<file path="src/rtl/kbd_pkg.sv">
// rtl/kbd_pkg.sv - scan-code constants, decoder states and scan-code to ASCII map
package kbd_pkg;

    localparam logic [7:0] SC_BREAK = 8'hF0;
    localparam logic [7:0] SC_EXT   = 8'hE0;

    typedef enum logic [1:0] {
        S_IDLE    = 2'd0,
        S_BRK     = 2'd1,
        S_EXT     = 2'd2,
        S_EXT_BRK = 2'd3
    } kbd_state_t;

    // Set-2 make code to uppercase ASCII; anything unmapped returns 0.
    function automatic logic [7:0] sc_to_ascii(input logic [7:0] code);
        logic [7:0] a;
        case (code)
            8'h1C: a = 8'h41; 8'h32: a = 8'h42; 8'h21: a = 8'h43; 8'h23: a = 8'h44;
            8'h24: a = 8'h45; 8'h2B: a = 8'h46; 8'h34: a = 8'h47; 8'h33: a = 8'h48;
            8'h43: a = 8'h49; 8'h3B: a = 8'h4A; 8'h42: a = 8'h4B; 8'h4B: a = 8'h4C;
            8'h3A: a = 8'h4D; 8'h31: a = 8'h4E; 8'h44: a = 8'h4F; 8'h4D: a = 8'h50;
            8'h15: a = 8'h51; 8'h2D: a = 8'h52; 8'h1B: a = 8'h53; 8'h2C: a = 8'h54;
            8'h3C: a = 8'h55; 8'h2A: a = 8'h56; 8'h1D: a = 8'h57; 8'h22: a = 8'h58;
            8'h35: a = 8'h59; 8'h1A: a = 8'h5A;
            8'h45: a = 8'h30; 8'h16: a = 8'h31; 8'h1E: a = 8'h32; 8'h26: a = 8'h33;
            8'h25: a = 8'h34; 8'h2E: a = 8'h35; 8'h36: a = 8'h36; 8'h3D: a = 8'h37;
            8'h3E: a = 8'h38; 8'h46: a = 8'h39;
            default: a = 8'h00;
        endcase
        return a;
    endfunction

endpackage

</file>
<file path="src/rtl/ps2_rx.sv">
// rtl/ps2_rx.sv - PS/2 frame receiver: synchronizer, edge detect, shift, frame check, timeout
module ps2_rx #(
    parameter int TIMEOUT_CYC = 50000,
    parameter int SYNC_STAGES = 3
) (
    input  logic       clk,
    input  logic       rst_n,
    input  logic       ps2_clk,
    input  logic       ps2_data,
    output logic [7:0] rx_byte,
    output logic       byte_stb,
    output logic       err_stb
);

    localparam int CW = $clog2(TIMEOUT_CYC + 1);

    logic [SYNC_STAGES-1:0] clk_sync;
    logic [SYNC_STAGES-1:0] data_sync;
    logic                   clk_prev;
    logic                   fall;
    logic                   data_s;
    logic [10:0]            shift;
    logic [3:0]             bit_cnt;
    logic [CW-1:0]          to_cnt;
    logic                   frame_done;
    logic                   to_err;
    logic                   frame_ok;

    assign fall   = clk_prev & ~clk_sync[SYNC_STAGES-1];
    assign data_s = data_sync[SYNC_STAGES-1];

    // Bring the idle-high PS/2 lines into the clk domain and keep one delayed copy of the clock.
    always_ff @(posedge clk or negedge rst_n) begin
        if (!rst_n) begin
            clk_sync  <= '1;
            data_sync <= '1;
            clk_prev  <= 1'b1;
        end else begin
            clk_sync  <= {clk_sync[SYNC_STAGES-2:0], ps2_clk};
            data_sync <= {data_sync[SYNC_STAGES-2:0], ps2_data};
            clk_prev  <= clk_sync[SYNC_STAGES-1];
        end
    end

    // Shift bits in LSB first on each falling edge; abandon a frame that stalls too long.
    always_ff @(posedge clk or negedge rst_n) begin
        if (!rst_n) begin
            shift      <= '0;
            bit_cnt    <= '0;
            to_cnt     <= '0;
            frame_done <= 1'b0;
            to_err     <= 1'b0;
        end else begin
            frame_done <= 1'b0;
            to_err     <= 1'b0;
            if (fall) begin
                shift  <= {data_s, shift[10:1]};
                to_cnt <= '0;
                if (bit_cnt == 4'd10) begin
                    bit_cnt    <= '0;
                    frame_done <= 1'b1;
                end else begin
                    bit_cnt <= bit_cnt + 4'd1;
                end
            end else if (bit_cnt == 4'd0) begin
                to_cnt <= '0;
            end else if (to_cnt == CW'(TIMEOUT_CYC - 1)) begin
                to_cnt  <= '0;
                bit_cnt <= '0;
                to_err  <= 1'b1;
            end else begin
                to_cnt <= to_cnt + 1'b1;
            end
        end
    end

    // shift[0]=start, [8:1]=data, [9]=odd parity, [10]=stop once a frame completes.
    assign frame_ok = ~shift[0] & shift[10] & (^shift[9:1]);
    assign rx_byte  = shift[8:1];
    assign byte_stb = frame_done & frame_ok;
    assign err_stb  = (frame_done & ~frame_ok) | to_err;

endmodule

</file>
<file path="src/rtl/ps2_kbd_ascii.sv">
// rtl/ps2_kbd_ascii.sv - PS/2 keyboard to held-key ASCII; KBD_PRESS_COUNT_EN adds press_cnt
module ps2_kbd_ascii
    import kbd_pkg::*;
#(
    parameter int TIMEOUT_CYC = 50000,
    parameter int SYNC_STAGES = 3
) (
    input  logic       clk,
    input  logic       rst_n,
    input  logic       ps2_clk,
    input  logic       ps2_data,
    output logic [7:0] kbdata,
    output logic [7:0] scan_code,
    output logic       key_valid,
    output logic       frame_err
`ifdef KBD_PRESS_COUNT_EN
    ,
    output logic [9:0] press_cnt
`endif
);

    logic [7:0] rx_byte;
    logic       byte_stb;
    logic       err_stb;
    kbd_state_t state_q, state_d;
    logic [7:0] kb_d;
    logic [7:0] sc_d;
    logic       kv_d;
    logic [7:0] ascii;

    ps2_rx #(
        .TIMEOUT_CYC (TIMEOUT_CYC),
        .SYNC_STAGES (SYNC_STAGES)
    ) u_rx (
        .clk      (clk),
        .rst_n    (rst_n),
        .ps2_clk  (ps2_clk),
        .ps2_data (ps2_data),
        .rx_byte  (rx_byte),
        .byte_stb (byte_stb),
        .err_stb  (err_stb)
    );

    // Decoder state register.
    always_ff @(posedge clk or negedge rst_n) begin
        if (!rst_n) state_q <= S_IDLE;
        else        state_q <= state_d;
    end

    // Prefix tracking plus make/break handling; last pressed key owns the outputs.
    always_comb begin
        state_d = state_q;
        kb_d    = kbdata;
        sc_d    = scan_code;
        kv_d    = 1'b0;
        ascii   = sc_to_ascii(rx_byte);
        if (byte_stb) begin
            case (state_q)
                S_IDLE: begin
                    if (rx_byte == SC_BREAK) begin
                        state_d = S_BRK;
                    end else if (rx_byte == SC_EXT) begin
                        state_d = S_EXT;
                    end else if (ascii != 8'h00 && rx_byte != scan_code) begin
                        kb_d = ascii;
                        sc_d = rx_byte;
                        kv_d = 1'b1;
                    end
                end
                S_BRK: begin
                    if (rx_byte == scan_code) begin
                        kb_d = 8'h00;
                        sc_d = 8'h00;
                    end
                    state_d = S_IDLE;
                end
                S_EXT:     state_d = (rx_byte == SC_BREAK) ? S_EXT_BRK : S_IDLE;
                S_EXT_BRK: state_d = S_IDLE;
                default:   state_d = S_IDLE;
            endcase
        end
    end

    // Output registers; frame_err follows the receiver error strobe by one cycle.
    always_ff @(posedge clk or negedge rst_n) begin
        if (!rst_n) begin
            kbdata    <= 8'h00;
            scan_code <= 8'h00;
            key_valid <= 1'b0;
            frame_err <= 1'b0;
        end else begin
            kbdata    <= kb_d;
            scan_code <= sc_d;
            key_valid <= kv_d;
            frame_err <= err_stb;
        end
    end

`ifdef KBD_PRESS_COUNT_EN
    // Count accepted key presses, wrapping naturally at 1023.
    always_ff @(posedge clk or negedge rst_n) begin
        if (!rst_n)    press_cnt <= 10'd0;
        else if (kv_d) press_cnt <= press_cnt + 10'd1;
    end
`endif

endmodule

</file>
<file path="config.mk">
export PLATFORM = sky130hd
export DESIGN_NAME = ps2_kbd_ascii
export DESIGN_NICKNAME = d
export VERILOG_FILES = /design/src/rtl/kbd_pkg.sv /design/src/rtl/ps2_rx.sv /design/src/rtl/ps2_kbd_ascii.sv
export SDC_FILE = /design/constraint.sdc
export NUM_CORES = 1
export LEC_CHECK = 0
export CAP_MARGIN = 15
export CORE_UTILIZATION = 55
export CTS_CLUSTER_SIZE = 28
export DETAILED_ROUTE_END_ITERATION = 16
export PLACE_DENSITY = 0.75
export SLEW_MARGIN = 10
export SYNTH_ARGS = -nofsm -noshare
export SYNTH_HDL_FRONTEND = slang
export SYNTH_SLANG_ARGS = --single-unit
export TNS_END_PERCENT = 10
</file>
<file path="constraint.sdc">
create_clock -name clk -period 3.55 [get_ports clk]
set_input_delay 0.71 -clock clk [delete_from_list [all_inputs] [get_ports clk]]
set_output_delay 0.71 -clock clk [all_outputs]
set_load 0.1 [all_outputs]
</file>
Word-level counts from Yosys, hierarchy flattened
Memory sizes are Yosys's and may differ from the RTL's.
Cells that the tools add are included.
{"block": "word_totals", "ff_bits": 60, "romBits": 896, "inputBits": 4, "output_inout_bits": 18, "mem_count": 1}
{"name": "(name not given)", "words": 128, "width": 7, "rd": 1, "rd_ports_with_merged_regs": 0, "write_ports": 0, "line_no": "kbd_pkg.sv:17", "rtl": "case (code)"}
{"block": "op_classes", "n_addsub": 2, "eq_ne": 15, "muxes": 31, "bitwise_logic": 9, "reduce_logical": 11}
{"operator": "two-way mux 8 bit", "n": 8}
{"operator": "two-way mux 16 bit", "n": 3}
{"operator": "one-hot mux 8 bit (2 select lines)", "n": 2}
{"operator": "adder 16 x 1 -> 16 bit (second input constant)", "n": 1}
{"operator": "== test 16 bit (second input constant)", "n": 1}
{"operator": "== test 8 bit (second input constant)", "n": 2}
{"operator": "two-way mux 4 bit", "n": 4}
{"operator": "two-way mux 1 bit", "n": 10}
{"operator": "parity 9 bit", "n": 1}
{"operator": "== test 8 bit", "n": 1}
{"operator": "!= test 2 bit (second input constant)", "n": 4}
{"operator": "!= test 8 bit", "n": 1}
{"operator": "nonzero test 8 bit", "n": 1}
{"operator": "two-way mux 2 bit", "n": 3}
{"operator": "one-hot mux 2 bit (3 select lines)", "n": 1}
{"operator": "AND reduction 6 bit", "n": 1}
{"operator": "bitwise AND 1 bit", "n": 5}
{"operator": "adder 4 x 1 -> 4 bit (second input constant)", "n": 1}
{"operator": "== test 2 bit (second input constant)", "n": 2}
{"operator": "== test 4 bit (second input constant)", "n": 1}
{"operator": "zero test 4 bit", "n": 1}
{"operator": "AND reduction 2 bit", "n": 2}
{"operator": "nonzero test 2 bit", "n": 2}
{"operator": "!= test 3 bit (second input constant)", "n": 1}
{"operator": "other kinds (7)", "n": 9}

Depth between registers and ports, before layout
An unclocked memory read counts as a cell.
{"block": "logic_depth", "ltp_word": 9, "mapped_depth": 12, "ltp_nobuf": 9}

Hierarchy
A second synthesis with hierarchy kept.
{"block": "unflattened", "hier_cells": 411, "hier_area_um2": 3771.1}
{"module": "ps2_rx", "n_inst": 1, "cells_per_inst": 186, "area_each_um2": 1909.3, "seq_area_each_um2": 1009.7}
{"module": "ps2_kbd_ascii", "n_inst": 1, "cells_per_inst": 225, "area_each_um2": 1861.8, "seq_area_each_um2": 475.5}

Worst setup path after synthesis
OpenSTA, ideal clock, no wires.
{"block": "synth_timing", "path_type": "reg2reg", "start": "register u_rx.shift[4]", "end": "register scan_code[7]", "setup_time_ns": 0.122, "arrival_ns": 2.614, "slack_ns": 0.813, "path_stages_with_launch": 13, "path_cell_list": "dfrtp_1 > buf_4 > inv_1 > clkbuf_1 > ha_1 > xnor3_1 > xnor2_1 > nand3_1 > nor2_1 > nand2_1 > o21bai_4 > buf_12 > and3_1"}
{"block": "synth_via", "elab_chain_cells": 6, "elab_cells_between_ends": 16}
{"element": "from (decl)", "line_no": "ps2_rx.sv:22", "rtl": "logic [10:0] shift;"}
{"element": "from (signal assigned)", "line_no": "ps2_rx.sv:57", "rtl": "shift <= {data_s, shift[10:1]};"}
{"element": "memory read (128 x 7 bit)"}
{"element": "two-way mux 8 bit", "line_no": "kbd_pkg.sv:17"}
{"element": "nonzero test 8 bit", "line_no": "ps2_kbd_ascii.sv:64", "rtl": "end else if (ascii != 8'h00 && rx_byte != scan_code) begin"}
{"element": "logical AND 1 bit", "line_no": "ps2_kbd_ascii.sv:64"}
{"element": "!= test 2 bit (no line)"}
{"element": "AND reduction 6 bit (no line) (*)"}
{"element": "to (signal assigned)", "line_no": "ps2_kbd_ascii.sv:88", "rtl": "scan_code <= 8'h00;"}
{"element": "to (signal assigned)", "line_no": "ps2_kbd_ascii.sv:93", "rtl": "scan_code <= sc_d;"}
{"element": "to (decl)", "line_no": "ps2_kbd_ascii.sv:13", "rtl": "output logic [7:0] scan_code,"}
Mark *: on every way between the ends. The rest lies on a longest branch, timed or not.
A chain may end at the register's enable or synchronous reset.

Worst setup path in the final report
{"block": "layout_timing", "start": "register u_rx.shift[1]", "end": "register scan_code[2]"}
The elaborated chain is that of the path after synthesis.

==> results.sh <==
export IMPL_status="finished, final reports clean"
export IMPL_yosys_cell_types_count=64
export IMPL_end_kind="flip-flop"
export IMPL_cts_tree="done"
export IMPL_setup_tns_ns=0
export IMPL_critPathLaunchType="flip-flop"
export IMPL_core_area_mm2=0.006026
export IMPL_slowest_stage="dfrtp_1"
export IMPL_peakVddDrop_uv=400.6
export IMPL_num_io_pins=22
export IMPL_num_vias=2744
export IMPL_fin_crit_sh=0.8699
export IMPL_hold_path_class="in2async"
export IMPL_via_per_inst=5.838
export IMPL_clk_latency_ns=0.34
export IMPL_fmax_mhz=323.8
export IMPL_crit_chain="inv_1 -> ha_1 -> nor2b_1 -> a211o_1 -> a22o_1 -> a311oi_1 -> nand4b_1 -> o21bai_4 -> mux2i_1"
export IMPL_htree_levels=3
export IMPL_yosysTopAreaCell="dfrtp_1"
export IMPL_r2r_slack_ns=0.46
export IMPL_netlist_area_mm2=0.003511
export IMPL_fillers=503
export IMPL_fp_row_count=28
export IMPL_drive_gt1_frac=0.1165
export IMPL_cp_arrival_ns=3.34
export IMPL_ys_warn_count=0
export IMPL_setup_violations=0
export IMPL_drc=0
export IMPL_worstMarginPinSlew_ns=0.9875
export IMPL_routed_wl_um=7618
export IMPL_grt_max_degree=49
export IMPL_track_usage=0.2556
export IMPL_synth_seq_cells=59
export IMPL_cp_max_fo=16
export IMPL_hpwl_um=5133
export IMPL_globalRouteOverflowTotal=0
export IMPL_ant_nets=0
export IMPL_regArea_mm2=0.001485
export IMPL_async_flop_share=1.000
export IMPL_p_leak_nw=1.757
export IMPL_max_stage_delay_ns=0.51
export IMPL_numCtsBuffers=9
export IMPL_die_w_um=81.90
export IMPL_synth_fp_nets=394
export IMPL_cp_data_required_time_ns=3.80
export IMPL_initialDrtViolationCount=398
export IMPL_avgSynthCellArea_um2=9.362
export IMPL_cp_num_buf_inv=1
export IMPL_die_h_um=81.90
export IMPL_rsz0062_at_grt="no"
export IMPL_p_per_area_mw_per_mm2=534.2
export IMPL_wl_per_cell_um=16.21
export IMPL_area_growth_pct=11.40
export IMPL_n_antenna_cell=0
export IMPL_cts_resized=0
export IMPL_cts_sinks=59
export IMPL_dieArea_mm2=0.006707
export IMPL_grt_pass1_wl_um=12680
export IMPL_synth_top_area_share=0.3706
export IMPL_start_util=0.5826
export IMPL_clockBufferDepth=2
export IMPL_fin_nets=409
export IMPL_hold_viol=0
export IMPL_slew_violations=0
export IMPL_cpLargestDelayFamily="compound AO/OA/AOI/OAI gates"
export IMPL_place_ws_ns=0.5110
export IMPL_cts_setup_buffers=0
export IMPL_synth_main_ff_cell="dfrtp_1"
export IMPL_place_gp_congestion=0.9123
export IMPL_clk_pin_slew_ns=0.07
export IMPL_port_buffers=20
export IMPL_ys_top_cells_by_area="dfrtp_1 (37%), ha_1 (5.3%), dfstp_2 (5.2%)"
export IMPL_grt_pass1_vias=2567
export IMPL_slew_headroom=0.3396
export IMPL_antenna_found_initial=0
export IMPL_holdBufCountCts=0
export IMPL_synth_yosys_seq_area_share=0.4230
export IMPL_multi_input_area_mm2=0.001821
export IMPL_fin_worst_skew_ns=0.008547
export IMPL_fin_crit_ns=3.088
export IMPL_clockRootBuffer="clkbuf_8"
export IMPL_dr_pass1_iters=5
export IMPL_cap_violations=0
export IMPL_synthCells=375
export IMPL_synth_edf_count=0
export IMPL_worst_slack_ns=0.4619
export IMPL_critPathKind="reg2reg"
layer usage:
metal / wire length (um) / GRT usage
met5: 0 / 0
met4: 123 / 0.1158
met3: 371 / 0.05000
met2: 3499 / 0.3909
met1: 3624 / 0.3492
cells by family (layout without fill, tap and decap cells):
group,count (synthesis),in the layout,synth area share
other,1,1,0.001068
AOI/OAI and AO/OA,73,73,0.1543
buffers and inverters,39,59,0.05845
muxes,12,12,0.03493
and+or+nand+nor,152,152,0.2110
DFF,59,59,0.4230
adders and majority gates,15,15,0.05346
xor gates and xnor gates,24,24,0.06379
cell usage after synthesis (2+ instances only):
library cell	number
nand2b_1	4
mux2_2	2
nor2b_1	9
a311oi_1	2
and2b_1	2
buf_6	2
buf_2	7
and2_1	3
inv_1	13
or3_1	2
clkbuf_1	9
nand2_1	49
nand4_1	6
inv_2	2
o211ai_1	3
nand3_1	20
ha_1	15
a211oi_1	3
a21oi_1	10
and3_1	7
a21o_1	2
o311ai_1	2
dfrtp_1	52
nor2_1	34
xnor2_1	13
nor3_1	5
dfstp_2	7
buf_4	5
a31oi_1	3
nand4b_1	2
xor2_1	10
mux2i_1	10
nor4_1	2
a31o_2	6
o21ai_0	22
a221oi_1	2
worst paths after layout:
| kind | from | endpoint | cells after the start |
|---|---|---|---|
| min in group clk | u_rx.data_sync[0] | u_rx.data_sync[1] | 0 |
| worst max-delay path | u_rx.shift[1] | scan_code[2] | 9 |
| worst min register to register | u_rx.data_sync[0] | u_rx.data_sync[1] | 0 |
| max in group asynchronous | rst_n | u_rx.data_sync[2] | 2 |
| worst max register to register | u_rx.shift[1] | scan_code[2] | 9 |
| worst min-delay path | rst_n | u_rx.to_cnt[8] | 1 |
stage by stage:
stage / hold slack, ns / total power, mW / cells / cell area, um^2 / util
6_report: 0.3442 / 2.089 / 470 / 3911 / 0.6491
5_1_grt: 0.3597 / 2.224 / 470 / 3911 / 0.6491
4_1_cts: 0.3589 / 2.098 / 469 / 3891 / 0.6458
3_5_place_dp: 0.3476 / 1.490 / 453 / 3704 / 0.6146
3_3_place_gp: 0.3474 / 1.476 / 453 / 3704 / 0.6146
2_1_floorplan: 0.3452 / 1.353 / 375 / 3511 / -
flip-flops by register name, indices dropped and copies added (netlist names), 2 cells and up:
signal and cells:
u_rx.to_cnt 16, u_rx.shift 11, scan_code 8, kbdata 7, u_rx.bit_cnt 4, u_rx.clk_sync 3
u_rx.data_sync 3, state_q 2
power by group:
part / internal, mW / total [mW] / switching, mW
Sequential: 0.736 / 0.801 / 0.0652
Combinational: 0.259 / 0.690 / 0.431
Clock: 0.344 / 0.598 / 0.254
Total: 1.34 / 2.09 / 0.751
area by class of cell:
class	instances	share of cell area
well taps	75	0.02399
clock inverters	2	0.008957
inverters	15	0.01440
flip-flops and latches	59	0.3797
multi-input cells	277	0.4655
repair buffers	28	0.06846
clock buffers	14	0.03903
placed cells by master (no fill, tap or decap), types with 3 or more instances in the layout:
cell type        synthesis  routed
inv_1                   13      13
nand2_1                 49      49
clkbuf_1                 9       4
nor2_1                  34      34
ha_1                    15      15
a21oi_1                 10      10
dfrtp_1                 52      52
buf_4                    5       7
clkbuf_8                 0      10
a211oi_1                 3       3
o21ai_0                 22      22
a31oi_1                  3       3
xnor2_1                 13      13
o211ai_1                 3       3
nand4_1                  6       6
and2_1                   3       3
and3_1                   7       7
dfstp_2                  7       7
nor2b_1                  9       9
mux2i_1                 10      10
a31o_2                   6       6
xor2_1                  10      10
nor3_1                   5       5
nand2b_1                 4       4
clkdlybuf4s50_1          0      19
nand3_1                 20      20
Power figures use the tool's default switching activity.
